==> src/rtl/trap_ctrl.sv <==
// trap_ctrl: drains the pipeline, pulses the CSR file for trap entry or mret, then redirects fetch.
// Ports: exc_*/mret_valid/irq lines/drained/mtvec/mepc in; req_ready/flush/csr_*/redirect_*/busy out.
// Define TRAP_CTRL_IRQ_EN to arbitrate machine interrupts (MEI > MSI > MTI) behind exc and mret.
module trap_ctrl (
  input  logic        clk,
  input  logic        rst,
  input  logic        exc_valid,
  input  logic [3:0]  exc_cause,
  input  logic [31:0] exc_epc,
  input  logic [31:0] exc_tval,
  input  logic        mret_valid,
  input  logic [31:0] next_pc,
  input  logic        next_pc_valid,
  input  logic        meip,
  input  logic        msip,
  input  logic        mtip,
  input  logic        mstatus_mie,
  input  logic [31:0] mie,
  input  logic        drained,
  input  logic [31:0] mtvec,
  input  logic [31:0] mepc,
  output logic        req_ready,
  output logic        flush,
  output logic        csr_exception,
  output logic        csr_mret,
  output logic [3:0]  csr_ecause,
  output logic        csr_eint,
  output logic [31:0] csr_epc,
  output logic [31:0] csr_etval,
  output logic        redirect_valid,
  output logic [31:0] redirect_pc,
  output logic        busy
);

  typedef enum logic [1:0] {
    IDLE, FLUSH, COMMIT, REDIRECT
  } state_t;

  typedef enum logic [1:0] {
    K_EXC, K_IRQ, K_MRET
  } kind_t;

  state_t      state_q, state_d;
  kind_t       kind_q, kind_d;
  logic [3:0]  cause_q, cause_d;
  logic        int_q, int_d;
  logic [31:0] epc_q, epc_d;
  logic [31:0] tval_q, tval_d;
  logic        take;
  logic        in_commit;
  logic        in_redir;

`ifdef TRAP_CTRL_IRQ_EN
  logic       mei, msi, mti;
  logic       irq_pend;
  logic [3:0] irq_cause;
  logic       unused_mie;

  assign mei = meip & mie[11];
  assign msi = msip & mie[3];
  assign mti = mtip & mie[7];
  assign irq_pend = mstatus_mie & next_pc_valid
                  & (mei | msi | mti);

  always_comb begin
    irq_cause = 4'd7;
    if (mei)
      irq_cause = 4'd11;
    else if (msi)
      irq_cause = 4'd3;
  end

  assign unused_mie = ^{mie[31:12], mie[10:8],
                        mie[6:4], mie[2:0]};
`else
  logic unused_irq;
  assign unused_irq = ^{meip, msip, mtip, mstatus_mie,
                        mie, next_pc, next_pc_valid, int_q};
`endif

  // Arbitration and field capture; only acts in IDLE.
  always_comb begin
    take    = 1'b0;
    kind_d  = kind_q;
    cause_d = cause_q;
    int_d   = int_q;
    epc_d   = epc_q;
    tval_d  = tval_q;
    if (state_q == IDLE) begin
      priority case (1'b1)
        exc_valid: begin
          take    = 1'b1;
          kind_d  = K_EXC;
          cause_d = exc_cause;
          int_d   = 1'b0;
          epc_d   = exc_epc;
          tval_d  = exc_tval;
        end
        mret_valid: begin
          take    = 1'b1;
          kind_d  = K_MRET;
          cause_d = 4'd0;
          int_d   = 1'b0;
          epc_d   = 32'd0;
          tval_d  = 32'd0;
        end
`ifdef TRAP_CTRL_IRQ_EN
        irq_pend: begin
          take    = 1'b1;
          kind_d  = K_IRQ;
          cause_d = irq_cause;
          int_d   = 1'b1;
          epc_d   = next_pc;
          tval_d  = 32'd0;
        end
`endif
        default: ;
      endcase
    end
  end

  always_comb begin
    state_d = state_q;
    unique case (state_q)
      IDLE:     if (take) state_d = FLUSH;
      FLUSH:    if (drained) state_d = COMMIT;
      COMMIT:   state_d = REDIRECT;
      REDIRECT: state_d = IDLE;
      default:  state_d = IDLE;
    endcase
  end

  always_ff @(posedge clk or negedge rst) begin
    if (!rst) begin
      state_q <= IDLE;
      kind_q  <= K_EXC;
      cause_q <= 4'd0;
      int_q   <= 1'b0;
      epc_q   <= 32'd0;
      tval_q  <= 32'd0;
    end else begin
      state_q <= state_d;
      kind_q  <= kind_d;
      cause_q <= cause_d;
      int_q   <= int_d;
      epc_q   <= epc_d;
      tval_q  <= tval_d;
    end
  end

  // Interrupts are taken without a handshake; rst gates the
  // combinational path so outputs read 0 while in reset.
  assign req_ready = rst & (state_q == IDLE)
                   & (exc_valid | mret_valid);

  assign in_commit = (state_q == COMMIT);
  assign in_redir  = (state_q == REDIRECT);

  assign busy  = (state_q != IDLE);
  assign flush = busy;

  assign csr_exception = in_commit & (kind_q != K_MRET);
  assign csr_mret      = in_commit & (kind_q == K_MRET);
  assign csr_ecause    = in_commit ? cause_q : 4'd0;
  assign csr_epc       = in_commit ? epc_q : 32'd0;
  assign csr_etval     = in_commit ? tval_q : 32'd0;

`ifdef TRAP_CTRL_IRQ_EN
  assign csr_eint = in_commit & int_q;
`else
  assign csr_eint = 1'b0;
`endif

  // mtvec/mepc already reflect the CSR update from COMMIT.
  assign redirect_valid = in_redir;
  assign redirect_pc    = !in_redir ? 32'd0 :
                          (kind_q == K_MRET) ? mepc : mtvec;

endmodule

==> config.mk <==
export PLATFORM = sky130hd
export DESIGN_NAME = trap_ctrl
export DESIGN_NICKNAME = d
export VERILOG_FILES = /design/src/rtl/trap_ctrl.sv
export SDC_FILE = /design/constraint.sdc
export NUM_CORES = 1
export LEC_CHECK = 0
export CORE_AREA = 2 2 122 124
export DETAILED_ROUTE_END_ITERATION = 16
export DIE_AREA = 0 0 124 126
export GPL_ROUTABILITY_DRIVEN = 0
export PLACE_DENSITY = 0.67
export SYNTH_ARGS = -nofsm -noshare
export SYNTH_HDL_FRONTEND = slang
export SYNTH_SLANG_ARGS = --single-unit
==> constraint.sdc <==
create_clock -name clk -period 4.3 [get_ports clk]
set_input_delay 1.075 -clock clk [delete_from_list [all_inputs] [get_ports clk]]
set_output_delay 1.075 -clock clk [all_outputs]
set_load 0.1 [all_outputs]
### Word-level counts from Yosys, hierarchy flattened

Index checks and enable logic that the tools add are counted.

* equality and inequality tests: 7
* multiplexer cells: 18
* bitwise gates (word level): 5
* reductions and logical operators: 5

Operator list (number)
* $mux W32: 7
* $mux W4: 3
* $mux W2: 4
* $pmux W2 S4: 1
* $eq A2 B2 Y1 const B: 3
* $ne A2 B2 Y1 const B: 3
* $and A1 B1 Y1: 4
* $reduce_and A2 Y1: 2
* $reduce_bool A2 Y1: 2
* $mux W1: 3
* $eq A2 B1 Y1 const B: 1
* $logic_not A2 Y1: 1
* $or A1 B1 Y1: 1

* flip-flop bits (word level): 72
* input port bits: 206
* output and inout bits: 107
* word-level logic and storage cells: 40

### Depth between registers and ports, before layout

Gate-level depths: netlist of run 1.

* word-level depth: 5
* depth in mapped cells: 7
* mapped depth without buffers: 5

### Worst setup path before layout of run 1

OpenSTA, ideal clock, no wires.

* path kind: register -> output
* from: reg state_q[0]
* to: out redirect_pc[10]
* arrival time: 2.878 ns
* required time: 3.225 ns
* slack: 0.347 ns
* cell stages (with the launch flop): 4
* path buffers: 1
* cell sequence: dfrtp_1 > ha_1 > clkbuf_1 > nor2b_1

* longest elaborated chain between the ends: 2

RTL lines
* start: declaration: line 43 `state_t state_q, state_d;`
* start signal: assignment: line 142 `state_q <= state_d;`
* $eq A2 B2 Y1: line 157 `assign in_redir = (state_q == REDIRECT);`
* net redirect_valid: line 30 `output logic redirect_valid,`
* $mux W32: line 176 `assign redirect_pc = !in_redir ? 32'd0 :`
* end: declaration: line 31 `output logic [31:0] redirect_pc,`

The timed path passes the listed nets, and every way through them passes these cells.

### Final worst setup path of run 1

* from: reg state_q[0]
* to: out busy

* longest elaborated chain between the ends: 1

RTL lines
* $reduce_bool A2 Y1: line 159 `assign busy = (state_q != IDLE);`
* end: declaration: line 32 `output logic busy`

No other way between the ends.

==> impl_results.md, run 1 <==
* Max Cap Violations at 0
* Post-cts sizing count at 0
* Layout cells sized above 1 at 23.2%
* FILL cells at 1360
* Critical path type: register to output pin
* Fmax at 292 MHz
* Buf+Inv Stages, Crit Path at 3
* Drt drc at 0
* Post-DR wirelength/cell at 15.7 um
* Syn nets at 533
* CP Data Required Time at 3.22 ns
* Status: complete, no violations
* First-pass GRT wire length at 17000 um
* Vias in the first global route at 3376
* Worst r2r dst: epc_q[16]
* Worst Hold Class: register to register
* DR pass1 iterations at 4
* Worst Path Arrival at 2.35 ns
* Distinct cells, synth at 18
* Routed wl met3 at 1290 um
* Highest Signal Layer: met4
* Yosys Warn Count at 0
* Commonest cells after routing, fill and taps aside: clkdlybuf4s50_1 (137), buf_4 (106), dfrtp_1 (70)
* CTS buffer count at 9
* Worst slew pin tran at 1.01 ns
* Die Width at 124 um
* TritonCTS clock tree: built
* Antenna diode count at 0
* Routed Wire Length at 11500 um
* H-tree levels at 3
* Die Y at 126 um
* Via count at 3235
* Worst slew margin at 32.7%
* Core area at 14300 sq um
* Initial core utilization at 25.4%
* Clock transition at path regs at 0.05 ns
* Final Hold Fails at 0
* Clk_skew at 0.00538 ns
* Area Growth Syn to Fin at 71.5%
* CP startpoint: state_q[0]
* Number of antenna violations at the first check in global routing at 0
* Period minus WS final at 3.42 ns
* CP endpoint: busy
* Worst IR Drop VDD at 0.364 mV
* Boundary Pins at 313
* Routed wl met2 at 5540 um
* Commonest non-fill, non-tap cell in the layout: clkdlybuf4s50_1
* Worst path slowest cell: clkdlybuf4s50_1
* Register area share after synthesis at 48.8%
* Worst-path cell chain: inv_1 > ha_1 > inv_1 > clkdlybuf4s50_1
* Worst skew pair latency at 0.33 ns
* CP top delay family: buffers and inverters
* Tcrit/Tclk final at 79.6%
* Buffers on Ports at 242
* Die area at 15600 sq um
* Row Count at 44
* CP startpoint kind: register
* Hold-fix buffers at CTS at 0
* Largest net degree at the start of global routing at 72
* Multi-input logic area at 1680 sq um
* CTS Sinks at 71
* Reg2reg path depth at 5
* Max Root-Sink Buffers at 2
* Net count, final at 757
* 1st-iter DRT viols at 78
* Post-Syn Instances at 323
* P per Cell Area at 914 nW/um^2
* Setup bufs post-CTS at 0
* Vias per cell at 4.40
* Overflow after GRT at 0
* Crit-path max cell delay at 1.14 ns
* Crit end category: output pin
* R2R Setup Slk at 2.46 ns
* Clk root buf: clkbuf_16
* Setup violators final at 0
* CP max FO at 5
* TNS Setup at 0 ns
* Worst path most repeated cell: inv_1
* RSZ-0062 raised after global routing: false
* Flops & latches, synth at 71
* Worst r2r src: state_q[0]
* DRT antenna net count at 0
* Mapped Avg Cell Area at 11.3 sq um
* HPWL Detailed at 8230 um
* Register Area at 1780 sq um
* Syn Std Cell Area at 3640 sq um
* Final Non-Filler Cells at 736
* Tot GR Track Use at 14.0%
* WL met1 at 4510 um
* Slew Viols, Final at 0
* Crit path depth at 4
* Leak Pwr at 2.97 nW
* Post-Place Cells at 720
-- synthesized netlist by cell type --
library cell,instances,share of area [%]
dfrtp_1,71,49
and2_1,69,12
a22o_1,68,16
nor2b_1,34,5.8
mux2i_1,32,8.8
buf_2,12,1.7
clkbuf_1,11,1.1
buf_4,5,1.0
inv_1,5,0.52
ha_1,4,1.4
buf_6,3,0.93
a21oi_1,2,0.28
nor2_1,2,0.21
and2_4,1,0.24
conb_1,1,0.10
mux2_2,1,0.31
o21ai_2,1,0.24
o32a_1,1,0.28
-- state kept, by name, summed over array words and instances, names as in the netlist --
register	count
cause_q	4
kind_q	1
state_q	2
epc_q	32
tval_q	32
-- cell families after synthesis --
logic type                 Yosys count  share of synthesized area (%)
other                                1                          0.103
AOI/OAI and AO/OA                   72                           17.2
adders and majority gates            4                           1.38
muxes                               33                           9.11
and+or+nand+nor                    106                           18.2
buffers and inverters               36                           5.26
DFF                                 71                           48.8
-- metrics by stage --
| step | hold slack (ns) | area, sq um | total power [W] | util, % | setup WS [ns] |
|---|---|---|---|---|---|
| after floorplan | 0.465 | 3640 | 0.00411 | - | 0.347 |
| after global routing | 0.511 | 6240 | 0.00596 | 43.6 | 0.700 |
| final | 0.496 | 6240 | 0.00570 | 43.6 | 0.878 |
| after CTS | 0.501 | 6240 | 0.00577 | 43.6 | 0.857 |
| after global placement | 0.481 | 5890 | 0.00484 | 41.2 | 1.10 |
| after detailed placement | 0.484 | 5890 | 0.00489 | 41.2 | 1.08 |
-- layer usage --
layer,vias up,track usage (%)
met5,-,0
met3,12,4.57
met4,0,4.69
met1,1495,16.1
met2,161,24.4
li1,1567,-
-- how the worst min path moves through the flow --
stage | cells past startpoint | startpoint | slack [ns] | to
final | 1 | tval_q[13] | 0.50 | tval_q[13]
after detailed placement | 1 | tval_q[22] | 0.48 | tval_q[22]
after global routing | 1 | tval_q[3] | 0.51 | tval_q[3]
after floorplan | 1 | cause_q[0] | 0.47 | cause_q[0]
after global placement | 1 | tval_q[22] | 0.48 | tval_q[22]
after CTS | 1 | tval_q[26] | 0.50 | tval_q[26]
-- where the power goes --
part	leakage (nW)	internal, W	switching [W]	total (W)
combinational	1.90	0.000992	0.00269	0.00368
clock	0.166	0.000568	0.000288	0.000856
sequential	0.906	0.000946	0.000215	0.00116
total	2.97	0.00251	0.00320	0.00570
-- final cells by class --
| class | count | share of cell area (%) |
|---|---|---|
| well taps | 184 | 3.69 |
| repair buffers | 244 | 35.1 |
| flip-flops and latches | 71 | 28.5 |
| inverters | 5 | 0.301 |
| clock buffers | 9 | 3.61 |
| multi-input cells | 216 | 26.9 |
| clock inverters | 7 | 1.93 |
Note: power is estimated with default switching activity, not from simulation.
==> run 2: changes to the inputs <==
Settings changed: CORE_AREA 2 2 122 124 to 2 2 120 122, DIE_AREA 0 0 124 126 to 0 0 122 124, PLACE_DENSITY 0.67 to 0.69.
Clock period 4.3 ns to 3.3 ns, I/O delays scaled along.
==> impl_results.md, run 2 (synthesis results as in run 1) <==
* Status: complete, no violations
* Worst slack, placed at 0.594 ns (-0.491 ns)
* Via count at 3380 (+4.5%)
* TNS Setup at 0 ns (unchanged)
* Drt drc at 0 (unchanged)
* Number of antenna violations at the first check in global routing at 0 (unchanged)
* Die area at 15100 sq um (-3.2%)
* CTS buffer count at 9 (unchanged)
* Met1 usage at 18.7% (+2.7 points)
* Reg2reg path depth at 5 (unchanged)
* Final setup margin at 0.610 ns (-0.268 ns)
* Worst Hold Class: register to register
* Clk_skew at 0.00441 ns (-0.000976 ns)
* Multi-input logic area at 1760 sq um (+4.8%)
* Met2 GRT Util at 28.0% (+3.6 points)
* Fmax at 372 MHz
* Worst slew pin tran at 0.922 ns (-0.0868 ns)
* Net count, final at 761 (+0.53%)
* CP max FO at 3 (-2)
* Top flop regs: epc_q x32, tval_q x32, cause_q x4
* Met3 usage at 7.37% (+2.8 points)
* Buffers on Ports at 242 (unchanged)
* Routed Wire Length at 12900 um (+12%)
* Leak Pwr at 3.23 nW (+8.5%)
* Worst-path cell chain: clkdlybuf4s50_1 > o21ai_4 > nor2_1 > buf_12
* Setup violators final at 0 (unchanged)
* Worst r2r dst: tval_q[13]
* Worst path slowest cell: clkdlybuf4s50_1
* Max Cap Violations at 0 (unchanged)
* Largest net degree at the start of global routing at 72 (unchanged)
* Post-cts sizing count at 0 (unchanged)
* Die Width at 122 um (-1.6%)
* HPWL Detailed at 9550 um (+16%)
* Post-DR wirelength/cell at 17.5 um (+12%)
* RSZ-0062 raised after global routing: false
* H-tree levels at 3 (unchanged)
* Register Area at 1780 sq um (unchanged)
* Vias per cell at 4.59 (+4.5%)
* Worst hold endpoint: epc_q[0]
* Clk root buf: clkbuf_16
* Worst slew margin at 38.5% (+5.8 points)
* Tcrit/Tclk final at 81.5%
* Overflow after GRT at 0 (unchanged)
* Period minus WS final at 2.69 ns
* CP startpoint kind: input pin
* Critical path type: input pin to output pin
* Setup bufs post-CTS at 0 (unchanged)
* DRT antenna net count at 0 (unchanged)
* P per Cell Area at 1130 nW/um^2 (+24%)
* Initial core utilization at 26.5% (+1.1 points)
* Row Count at 43 (-2.3%)
* Antenna diode count at 0 (unchanged)
* Slew Viols, Final at 0 (unchanged)
* Hold path cells at 1 (unchanged)
* Final Hold Fails at 0 (unchanged)
* Worst Path Arrival at 1.87 ns (-0.48 ns)
* CP top delay family: buffers and inverters
* Layout cells sized above 1 at 29.5% (+6.3 points)
* Worst IR Drop VDD at 0.554 mV (+53%)
* Tot GR Track Use at 16.7% (+2.7 points)
* Max Root-Sink Buffers at 2 (unchanged)
* CP Data Required Time at 2.47 ns (-0.75 ns)
* Worst r2r src: state_q[0]
* Final Core Density at 52.9% (+9.3 points)
* DR pass1 iterations at 4 (unchanged)
* Commonest non-fill, non-tap cell in the layout: clkdlybuf4s50_1
* First-pass GRT wire length at 19300 um (+13%)
* Boundary Pins at 313 (unchanged)
* Area Growth Syn to Fin at 99.6%
* CTS Sinks at 71 (unchanged)
* Busiest grt layer: met2
* Crit end category: output pin
* Crit-path max cell delay at 0.55 ns (-0.59 ns)
* Clock transition at path regs at 0.05 ns (about the same)
* Hold Crit Start: epc_q[0]
* TritonCTS clock tree: built
* Cell Area, Placed at 6970 sq um (+18%)
* Commonest cells after routing, fill and taps aside: clkdlybuf4s50_1 (135), buf_12 (79), dfrtp_1 (70)
* R2R Setup Slk at 1.46 ns (-1.00 ns)
* Die Y at 124 um (-1.6%)
* Worst skew pair latency at 0.33 ns (about the same)
* 1st-iter DRT viols at 76 (-2.6%)
* Final instance area at 7260 sq um (+16%)
* FILL cells at 1192 (-12%)
* Hold-fix buffers at CTS at 0 (unchanged)
* Vias in the first global route at 3593 (+6.4%)
* Buf+Inv Stages, Crit Path at 2 (-1)
* Core area at 13700 sq um (-4.2%)
run 2: cell count changes in the layout (fill, tap and decap cells not counted), moves of 2 or more:
cell             previous run  this run
buf_12                      1        79
buf_4                     106        34
nor2b_1                    34         2
nor2b_2                     0        32
bufinv_16                   3         1
clkbuf_1                    0         2
clkdlybuf4s50_1           137       135
clkinv_2                    1         3
run 2: cell type report:
type,count,area share (%)
Inverter,5,0.258
Sequential cell,71,24.5
Timing Repair Buffer,248,43.9
Clock inverter,4,0.620
Multi-Input combinational cell,216,24.2
Tap cell,180,3.10
Clock buffer,12,3.39
run 2: worst max-delay path by stage:
stage / depth (start not counted) / slack (ns) / endpoint / startpoint
5_1_grt: 5 / 0.55 / csr_epc[7] / state_q[0]
3_5_place_dp: 4 / 0.59 / req_ready / exc_valid
2_1_floorplan: 3 / 0.11 / req_ready / exc_valid
4_1_cts: 4 / 0.60 / req_ready / exc_valid
6_report: 4 / 0.61 / req_ready / exc_valid
3_3_place_gp: 4 / 0.61 / req_ready / exc_valid
run 2: layer usage:
metal	share of wire [%]	wire length, um	vias up
li1	-	-	1578
met1	37	4830	1616
met2	48	6250	166
met3	12	1530	20
met4	2.3	292	0
met5	0	0	-
run 2: power by group:
group / internal (W) / switching (W)
registers: 0.00123 / 0.000229
clock network: 0.000602 / 0.000354
logic: 0.00202 / 0.00378
total: 0.00386 / 0.00437
run 2: through the flow:
step | hold slack [ns] | total power (W) | std cells
after floorplan | 0.465 | 0.00542 | 323
after global placement | 0.480 | 0.00726 | 720
after detailed placement | 0.483 | 0.00733 | 720
after CTS | 0.500 | 0.00833 | 736
after global routing | 0.510 | 0.00857 | 736
final | 0.494 | 0.00823 | 736
